[config.mk]
export PLATFORM = sky130hd
export DESIGN_NAME = tcbcnn_img_loader
export DESIGN_NICKNAME = d
export VERILOG_FILES = /design/src/rtl/tcbcnn_img_loader.sv
export SDC_FILE = /design/constraint.sdc
export NUM_CORES = 1
export LEC_CHECK = 0
export CAP_MARGIN = 5
export CORE_AREA = 2 2 416 418
export DETAILED_ROUTE_END_ITERATION = 6
export DIE_AREA = 0 0 418 420
export GPL_TIMING_DRIVEN = 0
export PLACE_DENSITY_LB_ADDON = 0.25
export SYNTH_ARGS = -nofsm -noshare
export SYNTH_HDL_FRONTEND = slang
export SYNTH_SLANG_ARGS = --single-unit
[constraint.sdc]
create_clock -name clk_i -period 2.4 [get_ports clk_i]
set_clock_uncertainty 0.1 [all_clocks]
set_input_delay 0.6 -clock clk_i [delete_from_list [all_inputs] [get_ports clk_i]]
set_output_delay 0.6 -clock clk_i [all_outputs]
set_load 0.05 [all_outputs]
[src/rtl/tcbcnn_img_loader.sv]
// Image loader for the TCB CNN: packs 31 input words into the 968-bit image, starts the core,
// and returns its prediction. Optional watchdog is enabled by defining TCB_LOADER_TIMEOUT_EN.
module tcbcnn_img_loader #(
   parameter int unsigned PIX_W  = 8,
   parameter int unsigned N_PIX  = 121,
   parameter int unsigned WORD_W = 32
`ifdef TCB_LOADER_TIMEOUT_EN
   ,
   parameter int unsigned TIMEOUT_CYC = 4096
`endif
) (
   input  logic                    clk_i,
   input  logic                    rst_ni,
   input  logic [WORD_W-1:0]       s_data_i,
   input  logic                    s_valid_i,
   output logic                    s_ready_o,
   output logic [PIX_W*N_PIX-1:0]  img_out_o,
   output logic                    img_valid_o,
   input  logic                    core_ready_i,
   input  logic [31:0]             core_predict_i,
   output logic [31:0]             res_data_o,
   output logic                    res_valid_o,
   input  logic                    res_ready_i,
   output logic                    err_o
);

   localparam int unsigned IMG_W   = PIX_W * N_PIX;
   localparam int unsigned N_WORDS = (IMG_W + WORD_W - 1) / WORD_W;

   typedef enum logic [1:0] {StLoad, StFire, StWait, StResult} state_e;

   state_e              state_q, state_d;
   logic [4:0]          word_cnt_q, word_cnt_d;
   logic [IMG_W-1:0]    img_q, img_d;
   logic [31:0]         res_data_q, res_data_d;
   logic                s_ready_q, s_ready_d;
   logic                core_ready_q;
   logic                xfer, last_word, core_rise, timeout;
   logic [N_WORDS-1:0]  word_we;

   assign xfer      = (state_q == StLoad) && s_valid_i && s_ready_q;
   assign last_word = (word_cnt_q == 5'(N_WORDS - 1));
   // Only a rising edge counts, so a ready level left over from the last image is ignored.
   assign core_rise = core_ready_i && !core_ready_q;

   // State register
   always_ff @(posedge clk_i or negedge rst_ni) begin
      if (!rst_ni) begin
         state_q <= StLoad;
      end else begin
         state_q <= state_d;
      end
   end

   // Next-state logic
   always_comb begin
      state_d = state_q;
      unique case (state_q)
         StLoad:   if (xfer && last_word) state_d = StFire;
         StFire:   state_d = StWait;
         StWait:   if (core_rise || timeout) state_d = StResult;
         StResult: if (res_ready_i) state_d = StLoad;
         default:  state_d = StLoad;
      endcase
   end

   // Output logic
   always_comb begin
      img_valid_o = 1'b0;
      res_valid_o = 1'b0;
      unique case (state_q)
         StFire:   img_valid_o = 1'b1;
         StResult: res_valid_o = 1'b1;
         default:  ;
      endcase
   end

   for (genvar k = 0; k < N_WORDS; k++) begin : g_word
      localparam int unsigned Lo = k * WORD_W;
      localparam int unsigned Wd = (IMG_W - Lo < WORD_W) ? (IMG_W - Lo) : WORD_W;
      assign word_we[k] = xfer && (word_cnt_q == 5'(k));
      // The final word may be partial; its unused upper bits are dropped.
      assign img_d[Lo +: Wd] = word_we[k] ? s_data_i[Wd-1:0] : img_q[Lo +: Wd];
   end

   always_comb begin
      word_cnt_d = word_cnt_q;
      res_data_d = res_data_q;
      if (xfer) begin
         word_cnt_d = word_cnt_q + 5'd1;
      end
      if (state_q == StWait) begin
         if (core_rise) begin
            res_data_d = core_predict_i;
         end else if (timeout) begin
            res_data_d = 32'hFFFF_FFFF;
         end
      end
      if ((state_q == StResult) && res_ready_i) begin
         word_cnt_d = '0;
      end
   end

   assign s_ready_d = (state_d == StLoad);

   always_ff @(posedge clk_i or negedge rst_ni) begin
      if (!rst_ni) begin
         word_cnt_q   <= '0;
         img_q        <= '0;
         res_data_q   <= '0;
         s_ready_q    <= 1'b0;
         core_ready_q <= 1'b0;
      end else begin
         word_cnt_q   <= word_cnt_d;
         img_q        <= img_d;
         res_data_q   <= res_data_d;
         s_ready_q    <= s_ready_d;
         core_ready_q <= core_ready_i;
      end
   end

`ifdef TCB_LOADER_TIMEOUT_EN
   logic [12:0] wd_cnt_q;
   logic        err_q;

   assign timeout = (state_q == StWait) && (wd_cnt_q == 13'(TIMEOUT_CYC - 1));

   always_ff @(posedge clk_i or negedge rst_ni) begin
      if (!rst_ni) begin
         wd_cnt_q <= '0;
         err_q    <= 1'b0;
      end else begin
         if (state_q == StFire) begin
            wd_cnt_q <= '0;
         end else if (state_q == StWait) begin
            wd_cnt_q <= wd_cnt_q + 13'd1;
         end
         // A completion on the timeout cycle wins; err stays sticky until reset.
         if (timeout && !core_rise) begin
            err_q <= 1'b1;
         end
      end
   end

   assign err_o = err_q;
`else
   assign timeout = 1'b0;
   assign err_o   = 1'b0;
`endif

   assign s_ready_o  = s_ready_q;
   assign img_out_o  = img_q;
   assign res_data_o = res_data_q;

endmodule
======== Yosys cells after proc, flatten, opt, wreduce, memory -nomap -nowiden ========
Cells that the tools add are included.
cells by class
  equal/unequal tests ..................... 33
  muxes and demuxes ....................... 8
  reduce and logical (&&, ||, !) cells .... 41
  add/subtract/negate cells ............... 1
operator list
  kind                                                                   count
  5-bit equality test, second input constant                             15
  5-bit by 4-bit equality test with 1-bit output, second input constant  8
  1-bit logical AND                                                      35
  5-bit by 3-bit equality test with 1-bit output, second input constant  4
  5-bit by 2-bit equality test with 1-bit output, second input constant  2
  5-bit 2-to-1 mux                                                       2
  2-bit one-hot mux with 4 select lines                                  1
  2-bit 2-to-1 mux                                                       3
  5-bit by 1-bit adder with 5-bit output, second input constant          1
  5-bit by 1-bit equality test with 1-bit output, second input constant  1
  5-bit logical NOT                                                      1
  2-bit equality test, second input constant                             2
  2-bit logical NOT                                                      2
  2-bit by 1-bit equality test with 1-bit output, second input constant  1
  1-bit 2-to-1 mux                                                       2
  2-bit AND reduction                                                    1
  2-bit nonzero test                                                     1
  1-bit logical NOT                                                      1
storage, ports and cells
  output and inout bits ................... 1004
  flip-flop bits (word level) ............. 1009
  logic and storage cells ................. 119
  input bits .............................. 69

======== Longest topological paths before layout ========
Gate-level depths: netlist of run 1.
  word-level depth ........................ 7
  depth in mapped cells ................... 7
  depth with buffers taken out ............ 5

======== Worst setup path after synthesis of run 1 ========
OpenSTA, ideal clock, no wires.
  path kind ............................... register -> register
  from .................................... reg s_ready_q, in the netlist s_ready_o
  to ...................................... reg img_q[100], in the netlist img_out_o[100]
  data arrival time ....................... 2.099 ns
  data required time ...................... 2.175 ns
  library setup time ...................... 0.125 ns
  slack ................................... 0.076 ns
  cell stages (with the launch flop) ...... 6
  cells stage by stage .................... dfrtp_1 -> buf_2 -> nor3b_1 -> nand3_1 -> clkbuf_1 -> mux2_2
on the way
  word-level cells in the longest chain between the ends .. 2
RTL lines
  what                    RTL line  RTL
  from (decl)             36        logic s_ready_q, s_ready_d;
  from (signal assigned)  117       s_ready_q <= s_ready_d;
  1-bit logical AND       41        assign xfer = (state_q == StLoad) && s_valid_i && s_ready_q;
  1-bit logical AND       81        assign word_we[k] = xfer && (word_cnt_q == 5'(k));
  to (signal assigned)    115       img_q <= img_d;
  to (decl)               34        logic [IMG_W-1:0] img_q, img_d;
Every way passes these cells.
A chain may end at the register's enable or synchronous reset.

======== Final worst setup path of run 1 ========
  from .................................... reg state_q[0]
  to ...................................... reg img_q[166], in the netlist img_out_o[166]
on the way
  word-level cells in the longest chain between the ends .. 4
RTL lines
  what                             RTL line  RTL
  from (decl)                      32        state_e state_q, state_d;
  from (signal assigned)           49        state_q <= StLoad;
  from (signal assigned)           51        state_q <= state_d;
  2-bit logical NOT                41
  1-bit logical AND (2 in series)  41
  1-bit logical AND                81
Every way passes these cells.

==> flow_summary.toml, run 1 <==
[sta]
period_share_pct = 98.2
tightest_slew_ns = 1.18
hold_viol = 78
max_freq_mhz = 424
setup_tns_ns = 0
max_slew_margin_pct = 21.1
min_period_ns = 2.36
rsz0062_at_grt = "yes"
timing.hold.ws_ns = -0.383
finalSetupViolCount = 0
slew_violations = 0

[synthesis]
synth-seq-cells = 1009
synth_top_cell_area_share_pct = 66.6
synth_fp_nets = 2368
synth-seq-area-share_pct = 66.6
synth-async-reset-ratio_pct = 100
synth_top_area_cell = "dfrtp_1"
ys_types = 33
syn-mean-instance-area_um2 = 16.5
syn-cell-area_um2 = 37900
synth_area_leaders = "dfrtp_1 (67%), mux2_2 (29%), clkbuf_1 (1.2%)"
synth-edff-count = 0
yosysMostFrequentCell = "dfrtp_1"
yosys_warnings = 0
syn-instance-count = 2294
yosys-top-cells-count = "dfrtp_1 (1009), mux2_2 (986), clkbuf_1 (122)"
synth_top_flop_cell = "dfrtp_1"

[cts]
clock-sinks = 1009
cts_tree = "built"
clk_latency_ns = 0.78
htreeDepth = 3
root_buffer = "clkbuf_16"
clk_path_buf_depth = 3
path_clk_slew_ns = 0.06
numCtsBuffers = 116

[drt]
via_per_inst = 4.17
drt_iter0_drc = 1203
wl_um = 160000
drc = 0
wl_per_cell_um = 27.4
first_pass_iters = 4
num_vias = 24365
ant_nets = 0

[power]
internal_power_uw = 31900
p_sw_uw = 15200
ir_worst_vdd_uv = 903
p_comb_share_pct = 20.3
power_leakage_uw = 0.0271
clock_power_share_pct = 39.6
power.density_nw_per_um2 = 833
seqPwrFrac_pct = 40.1
sw_frac_of_total_pct = 32.3

[grt]
overflow = 0
grt_pass1_vias = 25466
grt.busiest_layer = "met2"
antenna_found_initial = 14
grt_pass1_wl_um = 217000
use_met3_pct = 5.34
grt.met2_usage_pct = 32.2
grt_util_all_layers_pct = 17.8
grt_max_degree = 146
grt_use_met1_pct = 19.9

[worst_setup_path]
path_class = "register to register"
cp.required_ns = 2.93
cp.arrival_ns = 2.88
cp_cell_sequence = "nand4bb_1 -> buf_6 -> or4b_4 -> buf_12 -> buf_4 -> mux2_1"
crit_path_top_delay_cell = "or4b_4"
cp-start-kind = "register"
cp_max_fo = 10
critPathCaptureType = "register"
crit_path_max_incr_delay_ns = 0.54

[final_layout]
regArea_um2 = 25300
layout.nets = 3575
areaGrowthSynthToFinish_pct = 49.1
fill_cells = 16954
drive_gt1_share_pct = 63.5
multi_input_area_um2 = 12100
finalInstanceArea_um2 = 56600

[placed_design]
portBuffers = 1047
place_congestion = 0.773
dp_hpwl_um = 119000
place_area_um2 = 51500

[floorplan]
dieWidth_um = 418
core_area_um2 = 171000
rows = 152
die_h_um = 420
die-area_um2 = 176000
start_util_pct = 22.2
ios = 1073

[outcome]
status = "finished with violations"
violations = "hold timing"

[job]
drv_cap = 0

[hold_path]
hold_path.class = "input port to async pin"
power by group through the flow:
| stage | clock [uW] | sequential, uW | combinational, uW |
|---|---|---|---|
| 6_report | 18700 | 18900 | 9560 |
| 5_1_grt | 20000 | 19000 | 9930 |
| 3_5_place_dp | 0 | 19200 | 9920 |
| 2_1_floorplan | 0 | 23300 | 1570 |
| 4_1_cts | 19200 | 18900 | 9720 |
| 3_3_place_gp | 0 | 19200 | 9690 |
repair_timing:
action | 4_1_cts | 5_1_grt
endpoints found under the setup margin | 1974 | 1130
gates resized for setup | 2620 | 542
pin swaps | 15 | 9
setup buffers | 29 | 8
hold endpoints to repair | 76 | 76
gates cloned | 0 | 1
final cells by class:
cell class	instances	area share, %
Tap cell	2233	4.94
Antenna cell	3	0.0133
Timing Repair Buffer	1097	19.7
Clock inverter	60	1.22
Buffer	197	2.13
Clock buffer	159	5.88
Inverter	5	0.0332
Sequential cell	1009	44.6
Multi-Input combinational cell	1075	21.5
cells in the final DEF (no fill, tap or decap), drive strengths merged, types with 2 or more instances in the layout:
cell type      instances
dfrtp               1009
mux2                1000
clkdlybuf4s15        798
clkbuf               465
buf                  140
clkdlybuf4s50         43
clkinv                38
nand3                 16
bufinv                11
inv                   11
nor3                  10
nor2                   7
nand2                  6
clkinvlp               5
dlygate4sd2            5
ha                     5
mux2i                  4
diode                  3
nand4                  3
nor4bb                 3
or4b                   2
or3                    2
and3                   2
clkdlybuf4s18          2
nand4bb                2
and2                   2
per-stage QoR:
| stage | total power (uW) | hold WS (ns) | cells | worst slack (ns) | utilization, % |
|---|---|---|---|---|---|
| after global routing | 48900 | -0.415 | 5835 | -0.0517 | 33.1 |
| after global placement | 28900 | 0.373 | 5574 | -48.89 | 29.9 |
| after detailed placement | 29100 | 0.381 | 5586 | -1.71 | 30.1 |
| after floorplan | 24900 | 0.204 | 2294 | 0.0762 | - |
| final | 47100 | -0.383 | 5838 | 0.0425 | 33.1 |
| after CTS | 47800 | -0.430 | 5830 | -0.0959 | 33.3 |
layer usage:
metal	part of all wire, %	wire [um]
met3	6.6	10500
met2	52	83600
met4	3.3	5340
met5	0.0081	13
met1	38	60500
flip-flops by register name (all words and copies together) (netlist names):
signal,count
word_cnt_q,5
core_ready_q,1
img_out_o,968
res_data_o,32
state_q,2
s_ready_o,1
worst max-delay path, delay by kind of cell, from the launching register on:
kind | cells | cell delay [ns]
flops | 1 | 0.40
simple gates | 2 | 0.78
buf+inv | 3 | 0.58
mux | 1 | 0.32
final timing paths:
kind                       slack [ns]      startpoint  cells past startpoint              to
setup / recovery                 0.04      state_q[0]                      6  img_out_o[166]
hold / removal                  -0.38          rst_ni                      1  res_data_o[12]
setup reg to reg                 0.04      state_q[0]                      6  img_out_o[166]
hold reg to reg                  0.39  img_out_o[518]                      1  img_out_o[518]
max in group asynchronous        0.33          rst_ni                      4  img_out_o[872]
min in group clk_i               0.19    core_ready_i                      1    core_ready_q
cells by family (layout without fill, tap and decap cells):
family          Yosys count  count (layout)  share of synthesized area, %
buf+inv                 210            1518                          2.35
fa+ha+maj                 5               5                         0.165
xor+xnor                  1               1                        0.0231
other cells               1               4                       0.00989
compound gates            1               1                        0.0231
flops                  1009            1009                          66.6
mux                    1004            1004                          29.8
simple gates             63              63                          1.07
No activity file was read; power rests on OpenSTA's default activity.
==> run 2, diff against run 1 <==
--- a/config.mk
+++ b/config.mk
@@ -9,8 +9,8 @@
 export CORE_AREA = 2 2 416 418
 export DETAILED_ROUTE_END_ITERATION = 6
 export DIE_AREA = 0 0 418 420
-export GPL_TIMING_DRIVEN = 0
 export PLACE_DENSITY_LB_ADDON = 0.25
+export REMOVE_ABC_BUFFERS = 1
 export SYNTH_ARGS = -nofsm -noshare
 export SYNTH_HDL_FRONTEND = slang
 export SYNTH_SLANG_ARGS = --single-unit
==> run 2 against run 1 <==
The run now ends clean; via count is 0.17% lower; critical path depth up 1; die area unchanged; sequential share of layout area down 0.61 points; clock power decreased by 4%; register-to-register slack worse by 0.02 ns; power shrank 1.3%; critical endpoint is now img_out_o[258].
==> flow_summary.toml, run 2 (synthesis gave the netlist of run 1 again) <==
[worst_setup_path]
crit_path_top_delay_cell = "or4b_4"
cp_max_fo = 11
cp.required_ns = 2.93
cp-start-kind = "register"
r2r_slack_ns = 0.03
cp.arrival_ns = 2.91
crit_path_max_incr_delay_ns = 0.54
worstReg2RegStart = "state_q[1]"
path_class = "register to register"
worst_r2r_endpoint = "img_out_o[258]"
cp-startpoint = "state_q[1]"
cp_cell_sequence = "buf_4 -> or4b_4 -> buf_6 -> nor3_4 -> buf_12 -> clkbuf_16 -> mux2_2"
critPathCaptureType = "register"
reg2reg_depth = 7

[drt]
first_pass_iters = 4
via_per_inst = 4.19
drc = 0
wl_um = 156000
wl_per_cell_um = 27.0
num_vias = 24323
ant_nets = 0
drt_iter0_drc = 1010

[sta]
period_share_pct = 98.9
slew_violations = 0
finalSetupViolCount = 0
hold_viol = 0
min_period_ns = 2.37
tightest_slew_ns = 0.972
max_slew_margin_pct = 35.2
setup_tns_ns = 0
max_freq_mhz = 421

[final_layout]
final_common_cell = "dfrtp_1"
fill_cells = 16891
final_cell_mix = "dfrtp_1 (1008), mux2_2 (986), clkdlybuf4s15_2 (578), buf_4 (369), clkdlybuf4s15_1 (153)"
fin_util_pct = 33.5
drive_gt1_share_pct = 63.4
multi_input_area_um2 = 12100
largest_register_ffs = 968
layout.nets = 3546
areaGrowthSynthToFinish_pct = 51.2
regArea_um2 = 25300

[cts]
clock-sinks = 1009
cts_tree = "built"
numCtsBuffers = 114
clk_latency_ns = 0.74
root_buffer = "clkbuf_16"
htreeDepth = 3
path_clk_slew_ns = 0.07
clk_path_buf_depth = 3

[grt]
grt_pass1_vias = 25669
antenna_found_initial = 6
grt_max_degree = 103
grt_util_all_layers_pct = 17.2
overflow = 0
grt_pass1_wl_um = 211000

[floorplan]
core_area_um2 = 171000
ios = 1073
dieWidth_um = 418
rows = 152
die-area_um2 = 176000
start_util_pct = 22.2
die_h_um = 420

[power]
p_sw_uw = 14800
clock_power_share_pct = 38.7
p_total_uw = 46500
sw_frac_of_total_pct = 31.7
ir_worst_vdd_uv = 946
power.density_nw_per_um2 = 811
p_comb_share_pct = 20.7
seqPwrFrac_pct = 40.6
power_leakage_uw = 0.0277
internal_power_uw = 31700

[job]
drv_cap = 0

[outcome]
status = "finished clean"

[placed_design]
place_congestion = 0.751
dp_hpwl_um = 111000
portBuffers = 1071

[hold_path]
hold_path.class = "input port to async pin"
-- run 2: changes by cell type in the layout (fill, tap and decap cells not counted), moves of 58 or more --
cell,delta
clkbuf_2,-184
clkdlybuf4s15_1,+58
clkdlybuf4s15_2,-125
buf_12,+67
clkbuf_1,-89
buf_4,+303
-- run 2: how the worst max path moves through the flow --
stage | endpoint | slack (ns)
after floorplan | res_data_o[0] | -2.18
after global placement | img_out_o[462] | -0.69
after detailed placement | img_out_o[470] | -0.67
after CTS | img_out_o[273] | -0.001
after global routing | img_out_o[256] | -0.03
final | img_out_o[258] | 0.03
-- run 2: critical path: cells and delay by family, from the launching register on --
| kind | cells | cell delay, ns |
|---|---|---|
| AND/OR/NAND/NOR | 2 | 0.70 |
| buffers and inverters | 4 | 0.69 |
| flip-flops | 1 | 0.39 |
| multiplexers | 1 | 0.36 |
-- run 2: cell type report --
| cell class | instances | share of cell area [%] |
|---|---|---|
| multi-input cells | 1075 | 21.1 |
| repair buffers | 1267 | 23.2 |
| flip-flops and latches | 1009 | 44.0 |
| clock inverters | 39 | 0.816 |
| diodes | 5 | 0.0218 |
| inverters | 5 | 0.0327 |
| clock buffers | 172 | 5.93 |
| well taps | 2233 | 4.87 |
-- run 2: stage by stage --
step                hold WS (ns)  setup slack (ns)  std cells  area (um^2)
global route               0.155           -0.0350       5802        57300
detailed placement         0.380            -0.669       5576        52500
floorplan                  0.204             -2.18       2089        37100
CTS                        0.107          -0.00146       5793        57200
global placement           0.373            -0.691       5576        52500
finish                     0.198            0.0269       5805        57300
-- run 2: what timing repair did --
action	CTS	global route
setup buffers	5	4
endpoints found under the hold margin	163	0
endpoints found under the setup margin	748	86
gates resized for setup	2059	17
hold buffers	1	0
pin swaps	0	4
cloned	0	3
-- run 2: power by group through the flow --
stage / registers, uW / clock network [uW] / logic [uW]
2_1_floorplan: 23400 / 0 / 1340
3_3_place_gp: 19100 / 0 / 9960
3_5_place_dp: 19200 / 0 / 9970
4_1_cts: 18900 / 18600 / 9740
5_1_grt: 19000 / 19300 / 10000
6_report: 18900 / 18000 / 9620
-- run 2: per-layer routing --
metal  routed length (um)  global-route usage [%]  vias to the layer above
met4                 6800                    7.90                        0
met1                60100                    19.8                    12904
met5                    0                       0                        -
met3                10200                    4.69                      238
met2                79300                    29.8                      758
li1                     -                       -                    10423
